## config.mk

```make
export PLATFORM = sky130hd
export DESIGN_NAME = key_sequence_game_flat
export DESIGN_NICKNAME = d
export VERILOG_FILES = /design/src/rtl/key_sequence_game_if.sv /design/src/rtl/key_sequence_game.sv /design/src/flat_wrapper.sv
export SDC_FILE = /design/constraint.sdc
export NUM_CORES = 1
export LEC_CHECK = 0
export ABC_AREA = 1
export BUFFER_PORTS_ARGS = -buffer_cell sky130_fd_sc_hd__buf_2
export CORE_ASPECT_RATIO = 0.6
export CORE_MARGIN = 10
export CORE_UTILIZATION = 40
export DETAILED_ROUTE_END_ITERATION = 7
export SLEW_MARGIN = 25
export SYNTH_ARGS = -nofsm -noshare
export SYNTH_HDL_FRONTEND = slang
export SYNTH_SLANG_ARGS = --single-unit
```

## constraint.sdc

```tcl
create_clock -name clk -period 4.7 [get_ports clk]
set_input_delay 0 -clock clk [delete_from_list [all_inputs] [get_ports clk]]
set_output_delay 0 -clock clk [all_outputs]
set_load 0.01 [all_outputs]
```

## src/rtl/key_sequence_game_if.sv

```systemverilog
// ---------------------------------------------------------------------------
// key_sequence_game_if
// Purpose : groups the keyboard input strobe and the game's visible outputs
//           into one bundle shared by the game core and its environment.
// Signals : key_code  [7:0]         PS/2 scan code byte
//           key_valid               one-cycle strobe qualifying key_code
//           led       [SEQ_LEN-1:0] thermometer progress
//           sel_seg   [7:0]         active-low digit select
//           seg       [6:0]         active-low segments {g,f,e,d,c,b,a}
//           win, lose               game result flags
// Modports: master drives keys and observes outputs; slave is the game core.
// ---------------------------------------------------------------------------
interface key_sequence_game_if #(
  parameter int SEQ_LEN = 6
);
  logic [7:0]         key_code;
  logic               key_valid;
  logic [SEQ_LEN-1:0] led;
  logic [7:0]         sel_seg;
  logic [6:0]         seg;
  logic               win;
  logic               lose;

  modport master (
    output key_code, key_valid,
    input  led, sel_seg, seg, win, lose
  );

  modport slave (
    input  key_code, key_valid,
    output led, sel_seg, seg, win, lose
  );
endinterface

```

## src/rtl/key_sequence_game.sv

```systemverilog
// ---------------------------------------------------------------------------
// key_sequence_game
// Purpose : keyboard sequence game. The player must type the make codes in
//           SEQ in order before TIME_LIMIT seconds elapse and before
//           FAIL_LIMIT wrong keys. Progress is shown on led, elapsed time
//           (or PASS / FAIL) on a scanned 4-digit 7-segment display.
// Ports   : clk      system clock, rising edge
//           reset    synchronous, active-high reset
//           game_if  key_sequence_game_if.slave (key_code/key_valid in,
//                    led/sel_seg/seg/win/lose out, all registered)
// Options : define FAIL_COUNT_DISPLAY_EN to show the fail count in BCD on
//           digits 2..3 while playing (blank otherwise).
// ---------------------------------------------------------------------------
module key_sequence_game #(
  parameter int                   SEQ_LEN     = 6,
  parameter logic [8*SEQ_LEN-1:0] SEQ         = {8'h36, 8'h15, 8'h3b, 8'h36, 8'h36, 8'h36},
  parameter int                   CLK_HZ      = 100000000,
  parameter int                   TIME_LIMIT  = 30,
  parameter int                   FAIL_LIMIT  = 10,
  parameter int                   SCAN_CYCLES = 100000
) (
  input logic                clk,
  input logic                reset,
  key_sequence_game_if.slave game_if
);

  localparam int PW  = 4;  // progress, 0..8
  localparam int FW  = 4;  // fail count, 0..15
  localparam int SW  = 7;  // elapsed seconds, 0..99
  localparam int CW  = (CLK_HZ > 1) ? $clog2(CLK_HZ) : 1;
  localparam int SCW = (SCAN_CYCLES > 1) ? $clog2(SCAN_CYCLES) : 1;

  localparam logic [7:0] BRK_CODE = 8'hF0;
  localparam logic [7:0] ESC_CODE = 8'h76;

  localparam logic [6:0] G_BLANK = 7'h7F;
  localparam logic [6:0] G_P     = 7'b0001100;
  localparam logic [6:0] G_A     = 7'b0001000;
  localparam logic [6:0] G_S     = 7'b0010010;
  localparam logic [6:0] G_F     = 7'b0001110;
  localparam logic [6:0] G_I     = 7'b1111001;
  localparam logic [6:0] G_L     = 7'b1000111;

  typedef enum logic [1:0] {PLAY, WIN, LOSE} state_e;

  state_e           state_q, state_d;
  logic [PW-1:0]    prog_q, prog_d;
  logic [FW-1:0]    fail_q, fail_d;
  logic [SW-1:0]    sec_q, sec_d;
  logic [CW-1:0]    cyc_q, cyc_d;
  logic [SCW-1:0]   scan_q, scan_d;
  logic [1:0]       digit_q, digit_d;
  logic             brk_q, brk_d;

  logic [SEQ_LEN-1:0] led_q, led_d;
  logic [7:0]         sel_seg_q, sel_seg_d;
  logic [6:0]         seg_q, seg_d;
  logic               win_q, win_d;
  logic               lose_q, lose_d;

  logic               make_key;
  logic [7:0]         sec_bcd;
`ifdef FAIL_COUNT_DISPLAY_EN
  logic [7:0]         fail_bcd;
`endif

  // SEQ byte at position idx, first key in the MSB byte.
  function automatic logic [7:0] seq_byte(input logic [PW-1:0] idx);
    logic [7:0] b;
    b = '0;
    for (int i = 0; i < SEQ_LEN; i++)
      if (idx == PW'(i)) b = SEQ[8*(SEQ_LEN-1-i) +: 8];
    return b;
  endfunction

  function automatic logic [7:0] to_bcd(input logic [SW-1:0] v);
    return {4'(v / SW'(10)), 4'(v % SW'(10))};
  endfunction

  function automatic logic [6:0] digit_glyph(input logic [3:0] d);
    case (d)
      4'd0:    return 7'b1000000;
      4'd1:    return 7'b1111001;
      4'd2:    return 7'b0100100;
      4'd3:    return 7'b0110000;
      4'd4:    return 7'b0011001;
      4'd5:    return 7'b0010010;
      4'd6:    return 7'b0000010;
      4'd7:    return 7'b1111000;
      4'd8:    return 7'b0000000;
      4'd9:    return 7'b0010000;
      default: return G_BLANK;
    endcase
  endfunction

  // A make code is any valid byte that is neither a break prefix nor the
  // byte discarded after one.
  assign make_key = game_if.key_valid && !brk_q && (game_if.key_code != BRK_CODE);

  // State register: all state and all outputs.
  always_ff @(posedge clk) begin
    // NOTE: sequential state uses non-blocking assignments so every register
    // samples the pre-edge values, independent of statement order.
    if (reset) begin
      state_q   <= PLAY;
      prog_q    <= '0;
      fail_q    <= '0;
      sec_q     <= '0;
      cyc_q     <= '0;
      scan_q    <= '0;
      digit_q   <= '0;
      brk_q     <= 1'b0;
      led_q     <= '0;
      sel_seg_q <= 8'hFF;
      seg_q     <= G_BLANK;
      win_q     <= 1'b0;
      lose_q    <= 1'b0;
    end else begin
      state_q   <= state_d;
      prog_q    <= prog_d;
      fail_q    <= fail_d;
      sec_q     <= sec_d;
      cyc_q     <= cyc_d;
      scan_q    <= scan_d;
      digit_q   <= digit_d;
      brk_q     <= brk_d;
      led_q     <= led_d;
      sel_seg_q <= sel_seg_d;
      seg_q     <= seg_d;
      win_q     <= win_d;
      lose_q    <= lose_d;
    end
  end

  // Next-state logic.
  always_comb begin
    // NOTE: every combinational output gets a default first so no path
    // leaves it unassigned, which would infer a latch.
    state_d = state_q;
    prog_d  = prog_q;
    fail_d  = fail_q;
    sec_d   = sec_q;
    cyc_d   = cyc_q;
    brk_d   = brk_q;
    scan_d  = scan_q + SCW'(1);
    digit_d = digit_q;

    if (scan_q == SCW'(SCAN_CYCLES - 1)) begin
      scan_d  = '0;
      digit_d = digit_q + 2'd1;
    end

    if (game_if.key_valid) begin
      if (game_if.key_code == BRK_CODE) brk_d = 1'b1;
      else if (brk_q)                   brk_d = 1'b0;
    end

    case (state_q)
      PLAY: begin
        if (cyc_q == CW'(CLK_HZ - 1)) begin
          cyc_d = '0;
          sec_d = sec_q + SW'(1);
        end else begin
          cyc_d = cyc_q + CW'(1);
        end

        if (make_key) begin
          if (game_if.key_code == seq_byte(prog_q)) begin
            prog_d = prog_q + PW'(1);
          end else begin
            if (fail_q != FW'(FAIL_LIMIT)) fail_d = fail_q + FW'(1);
            // A wrong key may itself start a fresh attempt.
            prog_d = (game_if.key_code == seq_byte('0)) ? PW'(1) : PW'(0);
          end
        end

        // A completing key wins even if time or fails run out this cycle.
        if (prog_d == PW'(SEQ_LEN))
          state_d = WIN;
        else if (fail_d == FW'(FAIL_LIMIT) || sec_d == SW'(TIME_LIMIT))
          state_d = LOSE;
      end
      default: begin
        if (make_key && game_if.key_code == ESC_CODE) begin
          state_d = PLAY;
          prog_d  = '0;
          fail_d  = '0;
          sec_d   = '0;
          cyc_d   = '0;
        end
      end
    endcase
  end

  // Output logic, computed from next-state values so the registered outputs
  // line up with the registered state.
  always_comb begin
    sec_bcd = to_bcd(sec_d);
`ifdef FAIL_COUNT_DISPLAY_EN
    fail_bcd = to_bcd(SW'(fail_d));
`endif
    for (int i = 0; i < SEQ_LEN; i++) led_d[i] = (prog_d > PW'(i));
    win_d     = (state_d == WIN);
    lose_d    = (state_d == LOSE);
    sel_seg_d = ~(8'd1 << digit_d);
    seg_d     = G_BLANK;

    case (state_d)
      WIN: begin
        case (digit_d)
          2'd3:    seg_d = G_P;
          2'd2:    seg_d = G_A;
          default: seg_d = G_S;
        endcase
      end
      LOSE: begin
        case (digit_d)
          2'd3:    seg_d = G_F;
          2'd2:    seg_d = G_A;
          2'd1:    seg_d = G_I;
          default: seg_d = G_L;
        endcase
      end
      default: begin
        case (digit_d)
          2'd0:    seg_d = digit_glyph(sec_bcd[3:0]);
          2'd1:    seg_d = digit_glyph(sec_bcd[7:4]);
`ifdef FAIL_COUNT_DISPLAY_EN
          2'd2:    seg_d = digit_glyph(fail_bcd[3:0]);
          default: seg_d = digit_glyph(fail_bcd[7:4]);
`else
          default: seg_d = G_BLANK;
`endif
        endcase
      end
    endcase
  end

  assign game_if.led     = led_q;
  assign game_if.sel_seg = sel_seg_q;
  assign game_if.seg     = seg_q;
  assign game_if.win     = win_q;
  assign game_if.lose    = lose_q;

endmodule

```

## src/flat_wrapper.sv

```systemverilog
// flat-port wrapper written by rule: the top's interface ports become plain ports
module key_sequence_game_flat 
#(
  parameter int                   SEQ_LEN     = 6,
  parameter logic [8*SEQ_LEN-1:0] SEQ         = {8'h36, 8'h15, 8'h3b, 8'h36, 8'h36, 8'h36},
  parameter int                   CLK_HZ      = 100000000,
  parameter int                   TIME_LIMIT  = 30,
  parameter int                   FAIL_LIMIT  = 10,
  parameter int                   SCAN_CYCLES = 100000
)
  (clk, reset, game_if_key_code, game_if_key_valid, game_if_led, game_if_sel_seg, game_if_seg, game_if_win, game_if_lose);
  key_sequence_game_if #(.SEQ_LEN(SEQ_LEN)) game_if_i ();
  input logic clk;
  input logic reset;
  input wire logic [$bits(game_if_i.key_code)-1:0] game_if_key_code;
  input wire logic [$bits(game_if_i.key_valid)-1:0] game_if_key_valid;
  output wire logic [$bits(game_if_i.led)-1:0] game_if_led;
  output wire logic [$bits(game_if_i.sel_seg)-1:0] game_if_sel_seg;
  output wire logic [$bits(game_if_i.seg)-1:0] game_if_seg;
  output wire logic [$bits(game_if_i.win)-1:0] game_if_win;
  output wire logic [$bits(game_if_i.lose)-1:0] game_if_lose;
  assign game_if_i.key_code = game_if_key_code;
  assign game_if_i.key_valid = game_if_key_valid;
  assign game_if_led = game_if_i.led;
  assign game_if_sel_seg = game_if_i.sel_seg;
  assign game_if_seg = game_if_i.seg;
  assign game_if_win = game_if_i.win;
  assign game_if_lose = game_if_i.lose;
  key_sequence_game #(.SEQ_LEN(SEQ_LEN), .SEQ(SEQ), .CLK_HZ(CLK_HZ), .TIME_LIMIT(TIME_LIMIT), .FAIL_LIMIT(FAIL_LIMIT), .SCAN_CYCLES(SCAN_CYCLES)) u_core (.clk(clk), .reset(reset), .game_if(game_if_i));
endmodule
```

==> results of run 1 <==
==> how the worst max path moves through the flow <==
stage | from | endpoint | slack (ns) | depth (start not counted)
2_1_floorplan | u_core.cyc_q[0]$_SDFFE_PP0P_ | u_core.game_if.seg[3]$_SDFF_PP1_ | 0.78 | 37
3_3_place_gp | u_core.cyc_q[0]$_SDFFE_PP0P_ | u_core.game_if.seg[3]$_SDFF_PP1_ | 0.35 | 36
3_5_place_dp | u_core.cyc_q[0]$_SDFFE_PP0P_ | u_core.game_if.seg[3]$_SDFF_PP1_ | 0.19 | 34
4_1_cts | u_core.cyc_q[0]$_SDFFE_PP0P_ | u_core.game_if.seg[3]$_SDFF_PP1_ | 0.15 | 34
5_1_grt | u_core.cyc_q[1]$_SDFFE_PP0P_ | u_core.game_if.seg[3]$_SDFF_PP1_ | -0.03 | 36
6_report | u_core.cyc_q[1]$_SDFFE_PP0P_ | u_core.game_if.seg[3]$_SDFF_PP1_ | 0.36 | 36
==> cell usage after synthesis, types with 4 or more instances <==
cell type / number
or2_2: 5
nor2_4: 4
nor2_1: 93
nand2_1: 183
nor4_1: 8
nand2_2: 16
a21oi_1: 39
nand3_1: 46
nand3b_1: 4
nand4_1: 17
inv_2: 9
o21ai_0: 34
o21bai_1: 4
dfxtp_1: 83
a221oi_1: 5
a31oi_1: 5
inv_1: 100
a22oi_1: 4
nand2_4: 8
ha_1: 30
nor3_1: 20
buf_4: 6
o22ai_1: 7
nand3_2: 5
clkbuf_1: 12
xor2_1: 12
nor3b_1: 4
==> layout by cell type (no fill, tap or decap), types with 5 or more instances in the layout <==
| cell type | n |
|---|---|
| xor2_1 | 12 |
| inv_2 | 9 |
| nand3_2 | 6 |
| nand4_1 | 17 |
| nand2_1 | 182 |
| nor4_1 | 8 |
| o21ai_0 | 34 |
| clkbuf_16 | 9 |
| ha_1 | 30 |
| nand2_2 | 13 |
| a21oi_1 | 39 |
| nor3_1 | 20 |
| nand3_1 | 44 |
| or2_2 | 5 |
| inv_1 | 100 |
| a221oi_1 | 5 |
| nor2_1 | 93 |
| nand2_4 | 11 |
| o22ai_1 | 7 |
| buf_2 | 29 |
| a31oi_1 | 5 |
| buf_4 | 11 |
| dfxtp_1 | 82 |
==> sequential cells by signal (all words and copies together) (netlist names) <==
| signal | cells |
|---|---|
| u_core.sec_q | 7 |
| u_core.game_if.led | 6 |
| u_core.game_if.sel_seg | 4 |
| u_core.state_q | 2 |
| u_core.game_if.seg | 7 |
| u_core.digit_q | 2 |
| u_core.brk_q | 1 |
| u_core.game_if.lose | 1 |
| u_core.fail_q | 4 |
| u_core.prog_q | 4 |
| u_core.game_if.win | 1 |
| u_core.cyc_q | 27 |
| u_core.scan_q | 17 |
==> area by class of cell <==
type                       count  share of cell area [%]
multi-input combinational    592                    54.1
inverter                     110                    6.63
tap                          175                    3.52
timing repair buffer          42                    4.14
clock inverter                 6                    1.17
sequential                    83                    26.7
clock buffer                  10                    3.68
==> metrics by stage <==
step	setup slack (ns)	utilization (%)	setup TNS, ns
floorplan	0.779	-	0
CTS	0.155	45.1	0
global route	-0.0271	46.0	-0.0271
global placement	0.346	42.8	0
detailed placement	0.193	42.8	0
finish	0.356	46.0	0
==> layer usage <==
| metal | up-vias | share of wire [%] | global-route usage (%) |
|---|---|---|---|
| li1 | 2691 | - | - |
| met1 | 2200 | 56 | 21.4 |
| met2 | 94 | 39 | 17.9 |
| met3 | 6 | 4.8 | 3.34 |
| met4 | 0 | 0.61 | 2.77 |
| met5 | - | 0 | 0 |
==> critical path, delay by kind of cell, from the launching register on <==
kind / cells / cell delay, ns
and+or+nand+nor: 30 / 3.03
adders and majority gates: 3 / 0.64
DFF: 1 / 0.36
buffers and inverters: 3 / 0.19
==> timing repair <==
action	CTS	global route
buffers inserted	0	5
resized for setup	0	12
hold buffers	1	0
endpoints found under the hold margin	1	0
endpoints found under the setup margin	0	7
==> cell families (layout without fill, tap and decap cells) <==
family / count (synthesis) / count (layout) / synth area share (%)
AOI/OAI and AO/OA: 121 / 121 / 14.2
other: 1 / 4 / 0.0684
and+or+nand+nor: 422 / 422 / 36.6
buffers and inverters: 132 / 168 / 9.61
DFF: 83 / 83 / 30.3
adders and majority gates: 30 / 30 / 6.85
xor gates and xnor gates: 15 / 15 / 2.40
==> power by group through the flow <==
stage	Sequential (mW)	Combinational [mW]	Clock [mW]
3_3_place_gp	0.735	0.0557	0
4_1_cts	0.719	0.0558	0.742
6_report	0.719	0.0562	0.732
5_1_grt	0.720	0.0633	0.781
3_5_place_dp	0.735	0.0550	0
2_1_floorplan	0.736	0.0369	0
==> metrics.md, run 1 <==
| Metric | Value |
|---|---|
| Initial Utilization | `roughly two fifths` |
| Core Area | `13500 um2` |
| First-pass GRT wire length | `22.0 mm` |
| Hold Path Origin | `game_if_key_code[2]` |
| Most used cell, CP | `nand2_1` |
| Number of synthesized register bits | `83` |
| DIE AREA | `18900 um2` |
| Io pins | `34` |
| Final Hold Fails | `0` |
| GRT Util Overall | `13.7%` |
| Share of layout cells above drive strength 1 | `14.6%` |
| FF/Latch Area | `1660 um2` |
| Hold_ws | `between 0.015 and 0.02 ns` |
| Critical path arrival | `between 4 and 5 ns` |
| Fin cells | `1018` |
| PD cells | `242 nW/um2` |
| Placed insts | `approximately 1000` |
| Max frequency | `0.230 GHz` |
| CTS Root Cell | `clkbuf_16` |
| Startpoint types | `register` |
| Critical path capture point type | `register` |
| Ys async rst share | `0%` |
| Vias in the first global route | `4603` |
| Hold Path Class | `in2reg` |
| Post-Syn Area per Cell | `~6.8 um2` |
| Yosys warnings | `0` |
| DP Area | `~5800 um2` |
| Final setup vio count | `0` |
| Sequential share of power | `47.7%` |
| Reg2reg end | `u_core.game_if.seg[3]$_SDFF_PP1_` |
| # H-tree levels | `3` |
| P_leak | `2.71 nW` |
| Area Overhead vs Synth | `13.5%` |
| Top FF cell, synth | `dfxtp_1` |
| Worst EP required | `about 5 ns` |
| Max cap viols | `0` |
| Clock power share | `48.6%` |
| CTS Sinks | `83` |
| Worst skew pair latency | `0.34 ns` |
| Total gr overflow | `0` |
| DR vias/cell | `4.90` |
| Largest cells by area after synthesis | `dfxtp_1, nand2_1, ha_1, inv_1, nor2_1` |
| Worst hold path stage count | `4` |
| EDFF count, synth | `0` |
| Row cnt | `33` |
| Total power | `1.51 mW` |
| Inserted Diodes | `0` |
| Maximum fanout along the worst path | `8` |
| Tcrit/Tclk final | `92.4%` |
| R2r startpoint | `u_core.cyc_q[1]$_SDFFE_PP0P_` |
| Routed via count | `between 4000 and 5000` |
| Final min period | `4.34 ns` |
| DR WL/cell | `between 10 and 15 um` |
| Cells after synthesis | `about 800` |
| # DRC | `0` |
| Worst Max-Slew Pin Slew | `about 0.76 ns` |
| DRT Pass-1 Iters | `5` |
| Setup Skew | `approximately 0.008 ns` |
| Clk pin slew, worst setup/hold paths | `approximately 0.070 ns` |
| Clock tree buffer depth | `2` |
| Synth top area share | `30.3%` |
| CTS buffer count | `9` |
| Die width | `171 um` |
| Int Pwr | `1.15 mW` |
| Die H | `111 um` |
| Outcome | `finished clean` |
| Sw Share | `23.6%` |
| Netlist Area Pre-Place | `5480 um2` |
| Cell taking the most area after synthesis | `dfxtp_1` |
| WS Path Type | `reg2reg` |
| Design Area, Final | `between 6000 and 7000 um2` |
| Multi-input gate area | `3370 um2` |
| Worst Reg-to-Reg Cells | `36` |
| Post-synth cell types | `58` |
| NumNets Final | `879` |
| Largest stage delay, worst path | `0.36 ns` |
| Initial antenna violation count | `0` |
| Routed Antenna Nets | `0` |
| Hold worst-path end | `u_core.brk_q$_SDFFE_PP0P_` |
| Gpl congestion | `0.841` |
| Sequential share of the synthesized area | `30.3%` |
| Maximum number of pins on one net before global-route repair | `49` |
| DP HPWL | `9.43 mm` |
| Slowest-stage cell, CP | `dfxtp_1` |
| Max rail drop VDD | `0.179 mV` |
| PortBufs | `29` |
| Switching Power | `0.356 mW` |
| Total wire length | `12.9 mm` |
| Filler cells | `1364` |
| Max Slew Vio Count | `0` |
| Slew headroom | `49.0%` |
| CTS tree | `yes` |
| Drt initial violations | `384` |
| Comb power frac | `3.7%` |
| R2R setup slack | `0.36 ns` |
Note: power is estimated with default switching activity, not from simulation.
==> run 2: changes to the inputs <==
--- a/config.mk
+++ b/config.mk
@@ -11,6 +11,8 @@
 export CORE_MARGIN = 10
 export CORE_UTILIZATION = 40
 export DETAILED_ROUTE_END_ITERATION = 7
+export GPL_TIMING_DRIVEN = 0
+export REMOVE_ABC_BUFFERS = 1
 export SLEW_MARGIN = 25
 export SYNTH_ARGS = -nofsm -noshare
 export SYNTH_HDL_FRONTEND = slang
==> metrics.md, run 2 (same netlist as run 1, synthesis figures left out) <==
| Metric | Value |
|---|---|
| Max Slew Vio Count | `0` |
| Final setup vio count | `0` |
| Initial antenna violation count | `0` |
| Met2 Use GR | `around 17%` |
| Worst hold path stage count | `4` |
| Critical path arrival | `4.51 ns` |
| CTS Root Cell | `clkbuf_16` |
| Routed via count | `4930` |
| Startpoint types | `register` |
| First-pass GRT wire length | `21.5 mm` |
| Total gr overflow | `0` |
| # DRC | `0` |
| Hold Path Class | `in2reg` |
| Row cnt | `33` |
| Worst Max-Slew Pin Slew | `0.923 ns` |
| Design Area, Final | `6210 um2` |
| NumNets Final | `875` |
| Initial Utilization | `40.5%` |
| WS Path Type | `reg2reg` |
| Die width | `roughly 170 um` |
| Final Hold Fails | `0` |
| Max frequency | `0.234 GHz` |
| Hold_ws | `0.0281 ns` |
| Hold Path Origin | `game_if_key_code[2]` |
| R2r startpoint | `u_core.cyc_q[1]$_SDFFE_PP0P_` |
| PortBufs | `29` |
| DIE AREA | `18900 um2` |
| Post-route setup TNS | `0 ns` |
| Total wire length | `12.8 mm` |
| Most frequent cells in the layout | `nand2_1, inv_1, nor2_1, dfxtp_1, nand3_1` |
| GR Util met1 | `21.4%` |
| CP top delay family | `simple AND/OR/NAND/NOR gates` |
| PD cells | `244 nW/um2` |
| P_leak | `2.67 nW` |
| DR vias/cell | `4.86` |
| Drt initial violations | `315` |
| Slew headroom | `38.5%` |
| Routed Antenna Nets | `0` |
| DRT Pass-1 Iters | `5` |
| Tcrit/Tclk final | `91.0%` |
| R2R setup slack | `approximately 0.42 ns` |
| WP buf/inv | `3` |
| Maximum fanout along the worst path | `11` |
| Hold worst-path end | `u_core.brk_q$_SDFFE_PP0P_` |
| Worst Reg-to-Reg Cells | `37` |
| Clk pin slew, worst setup/hold paths | `0.07 ns` |
| Setup ws final | `0.421 ns` |
| Worst skew pair latency | `roughly 0.34 ns` |
| DR WL/cell | `roughly 13 um` |
| # H-tree levels | `3` |
| CTS buffer count | `9` |
| Biggest regs | `u_core.cyc_q x27, u_core.scan_q x17` |
| Final core occ | `45.9%` |
| Maximum number of pins on one net before global-route repair | `about 50` |
| Largest Register | `u_core.cyc_q` |
| Place WS | `-0.817 ns` |
| Share of layout cells above drive strength 1 | `15.3%` |
| Setup Skew | `0.00471 ns` |
| Clock tree buffer depth | `2` |
| Largest stage delay, worst path | `0.36 ns` |
| CTS Sinks | `83` |
| Routing usage on met3 | `2.67%` |
| Critical path capture point type | `register` |
| Io pins | `34` |
| Outcome | `finished clean` |
| DP HPWL | `9.26 mm` |
| Worst EP required | `4.93 ns` |
| GRT Util Overall | `13.5%` |
| Reg2reg end | `u_core.game_if.seg[0]$_SDFF_PP1_` |
| Max FFs per register | `27` |
| Area Overhead vs Synth | `13.3%` |
| Slowest-stage cell, CP | `dfxtp_1` |
| Most used cell, CP | `nand2_1` |
| Die H | `111 um` |
| Vias in the first global route | `~4400` |
| Inserted Diodes | `0` |
| Final min period | `about 4.3 ns` |
| Core Area | `13500 um2` |
| DP Area | `5750 um2` |
| Max cap viols | `0` |
| Gpl congestion | `about 0.86` |
| Busiest grt layer | `met1` |
| CTS tree | `yes` |
| Commonest non-fill, non-tap cell in the layout | `nand2_1` |
| Max rail drop VDD | `0.151 mV` |
## run 2: cell count changes in the layout (fill, tap and decap cells not counted), moves of 2 or more
| cell | before | now |
|---|---|---|
| clkinvlp_4 | 0 | 2 |
| nor2_1 | 93 | 90 |
| nor2_2 | 1 | 3 |
| nand2_1 | 182 | 180 |
| buf_4 | 11 | 8 |
| inv_1 | 100 | 98 |
## run 2: through the flow
step / cells / total power [mW]
6_report: 1014 / 1.52
5_1_grt: 1014 / 1.57
4_1_cts: 1008 / 1.53
3_5_place_dp: 989 / 0.790
3_3_place_gp: 989 / 0.789
2_1_floorplan: 785 / 0.765
## run 2: how the worst max path moves through the flow
| stage | start | end | cells past startpoint |
|---|---|---|---|
| 5_1_grt | u_core.cyc_q[1]$_SDFFE_PP0P_ | u_core.game_if.seg[3]$_SDFF_PP1_ | 37 |
| 4_1_cts | u_core.cyc_q[0]$_SDFFE_PP0P_ | u_core.game_if.seg[3]$_SDFF_PP1_ | 36 |
| 3_5_place_dp | u_core.state_q[1]$_SDFF_PP0_ | u_core.game_if.seg[3]$_SDFF_PP1_ | 30 |
| 3_3_place_gp | u_core.state_q[1]$_SDFF_PP0_ | u_core.game_if.seg[3]$_SDFF_PP1_ | 30 |
| 2_1_floorplan | u_core.state_q[1]$_SDFF_PP0_ | u_core.game_if.seg[3]$_SDFF_PP1_ | 30 |
| 6_report | u_core.cyc_q[1]$_SDFFE_PP0P_ | u_core.game_if.seg[0]$_SDFF_PP1_ | 37 |
## run 2: worst reg2reg max path: cells and delay by family, from the launching register on
family,cells,cell delay (ns)
buf+inv,3,0.29
simple gates,31,2.96
flops,1,0.36
fa+ha+maj,3,0.55
## run 2: cell type report
| class | instances | area, um2 |
|---|---|---|
| fill | 1360 | 7330 |
| tap | 175 | 219 |
| timing repair buffer | 38 | 215 |
| clock buffer | 9 | 225 |
| multi-input combinational | 592 | 3390 |
| clock inverter | 7 | 83.8 |
| sequential | 83 | 1660 |
| inverter | 110 | 419 |
## run 2: repair_timing
action                                 CTS  global route
pin swaps                                1             4
endpoints found under the hold margin    1             0
setup endpoints to repair                7             7
cloned                                   0             0
buffers inserted                         2             6
gates resized for setup                  3            18
hold buffers                             1             0
## run 2: per-layer routing
layer / part of all wire [%] / up-vias
li1: - / 2684
met1: 57 / 2147
met2: 37 / 89
met3: 4.5 / 10
met4: 1.0 / 0
met5: 0 / -
## run 2: power by group
part           internal [mW]  total [mW]  switching, mW
combinational         0.0183      0.0555         0.0372
clock                  0.422       0.741          0.318
sequential             0.713       0.719        0.00616
total                   1.15        1.52          0.362
==> run 3: changes to the inputs <==
--- a/config.mk
+++ b/config.mk
@@ -12,6 +12,7 @@
 export CORE_UTILIZATION = 40
 export DETAILED_ROUTE_END_ITERATION = 7
 export GPL_TIMING_DRIVEN = 0
+export PLACE_DENSITY_LB_ADDON = 0.2
 export REMOVE_ABC_BUFFERS = 1
 export SLEW_MARGIN = 25
 export SYNTH_ARGS = -nofsm -noshare
==> metrics.md, run 3 (same netlist as run 1, synthesis figures left out) <==
| Metric | Value |
|---|---|
| Outcome | `finished clean` |
| CTS tree | `yes` |
| Final setup vio count | `0` |
| Max rail drop VDD | `~0.16 mV` |
| Core Area | `~14000 um2` |
| Total wire length | `12.8 mm` |
| Clock power share | `slightly below 50%` |
| Worst Max-Slew Pin Slew | `0.956 ns` |
| Sequential share of power | `between 40% and 50%` |
| Clock tree buffer depth | `2` |
| Startpoint types | `register` |
| PortBufs | `29` |
| Inserted Diodes | `0` |
| Die width | `171 um` |
| # DRC | `0` |
| Vias in the first global route | `4434` |
| Slowest-stage cell, CP | `dfxtp_1` |
| First-pass GRT wire length | `21.8 mm` |
| DIE AREA | `about 19000 um2` |
| Row cnt | `33` |
| Routed via count | `5069` |
| Tcrit/Tclk final | `91.8%` |
| Comb power frac | `under 10%` |
| Final min period | `4.31 ns` |
| Max frequency | `~0.23 GHz` |
| Worst skew pair latency | `0.35 ns` |
| P_leak | `around 2.7 nW` |
| NumNets Final | `872` |
| Max cap viols | `0` |
| Initial antenna violation count | `0` |
| Largest Register | `u_core.cyc_q` |
| Clk pin slew, worst setup/hold paths | `0.07 ns` |
| Setup Skew | `0.00842 ns` |
| Share of layout cells above drive strength 1 | `14.8%` |
| DP HPWL | `roughly 9.2 mm` |
| Area Overhead vs Synth | `12.9%` |
| DR WL/cell | `12.7 um` |
| Most frequent cells in the layout | `nand2_1, inv_1, nor2_1, dfxtp_1, nand3_1` |
| Total power | `1.52 mW` |
| Initial Utilization | `40.5%` |
| Switching Power | `0.363 mW` |
| CTS Sinks | `between 80 and 90` |
| WS Path Type | `reg2reg` |
| DR vias/cell | `approximately 5.0` |
| Critical path arrival | `roughly 4.6 ns` |
| Max FFs per register | `27` |
| Maximum fanout along the worst path | `8` |
| Largest stage delay, worst path | `~0.36 ns` |
| Int Pwr | `1.15 mW` |
| PD cells | `245 nW/um2` |
| CTS buffer count | `9` |
| Biggest regs | `u_core.cyc_q x27, u_core.scan_q x17` |
| Maximum number of pins on one net before global-route repair | `49` |
| Hold Path Class | `in2reg` |
| GRT Util Overall | `13.6%` |
| Critical path capture point type | `register` |
| Total gr overflow | `0` |
| Die H | `111 um` |
| Drt initial violations | `426` |
| Io pins | `34` |
| Final core occ | `45.7%` |
| Sw Share | `about a quarter` |
| DRT Pass-1 Iters | `5` |
| Final Hold Fails | `0` |
| Routed Antenna Nets | `0` |
| Commonest non-fill, non-tap cell in the layout | `nand2_1` |
| # H-tree levels | `3` |
| Worst EP required | `4.93 ns` |
| Max Slew Vio Count | `0` |
| Gpl congestion | `0.842` |
| Slew headroom | `a little over a third` |
| Most used cell, CP | `nand2_1` |
| Filler cells | `1399` |
| CTS Root Cell | `clkbuf_16` |
-- run 3: area by class of cell --
cell class	instances	area (um2)	share of cell area (%)
repair buffers	35	193	3.11
clock buffers	9	225	3.64
well taps	175	219	3.54
clock inverters	7	81.3	1.31
multi-input cells	592	3390	54.8
flip-flops and latches	83	1660	26.9
inverters	110	417	6.73
-- run 3: through the flow --
stage | cell area [um2] | instances | setup TNS (ns) | hold WS, ns | setup slack [ns]
2_1_floorplan | 5380 | 785 | 0 | 0.0691 | 0.0823
3_3_place_gp | 5740 | 989 | -7.98 | 0.228 | -1.30
3_5_place_dp | 5750 | 989 | -4.17 | 0.231 | -0.756
4_1_cts | 6090 | 1008 | 0 | 0.0247 | 0.142
5_1_grt | 6190 | 1011 | -0.0215 | 0.0494 | -0.0215
6_report | 6190 | 1011 | 0 | 0.0349 | 0.387
-- run 3: worst paths after layout --
check | startpoint | end | slack [ns] | cells after the start
worst min-delay path | game_if_key_code[3] | u_core.brk_q$_SDFFE_PP0P_ | 0.03 | 4
worst min register to register | u_core.cyc_q[0]$_SDFFE_PP0P_ | u_core.cyc_q[0]$_SDFFE_PP0P_ | 0.45 | 1
worst max register to register | u_core.cyc_q[1]$_SDFFE_PP0P_ | u_core.game_if.seg[3]$_SDFF_PP1_ | 0.39 | 37
worst max-delay path | u_core.cyc_q[1]$_SDFFE_PP0P_ | u_core.game_if.seg[3]$_SDFF_PP1_ | 0.39 | 37
-- run 3: critical path: cells and delay by family, from the launching register on --
family                     cells  cell delay, ns
adders and majority gates      3            0.61
buffers and inverters          3            0.25
DFF                            1            0.36
and+or+nand+nor               31            2.97
-- run 3: timing repair --
action                                  CTS  global route
gates resized for setup                   3            15
hold buffers                              1             0
pin swaps                                 1             2
endpoints found under the setup margin    7             7
hold endpoints to repair                  1             0
setup buffers                             2             3
-- run 3: power groups by stage --
stage / combinational [mW] / sequential, mW / clock (mW)
after global placement: 0.0549 / 0.735 / 0
after detailed placement: 0.0549 / 0.735 / 0
after floorplan: 0.0290 / 0.736 / 0
after CTS: 0.0556 / 0.719 / 0.755
after global routing: 0.0628 / 0.720 / 0.787
final: 0.0555 / 0.719 / 0.741
-- run 3: layer usage --
| layer | wire (um) | track usage (%) | vias up |
|---|---|---|---|
| li1 | - | - | 2666 |
| met1 | 7260 | 20.9 | 2285 |
| met2 | 4920 | 18.4 | 108 |
| met3 | 506 | 2.45 | 10 |
| met4 | 159 | 3.98 | 0 |
| met5 | 0 | 0 | - |
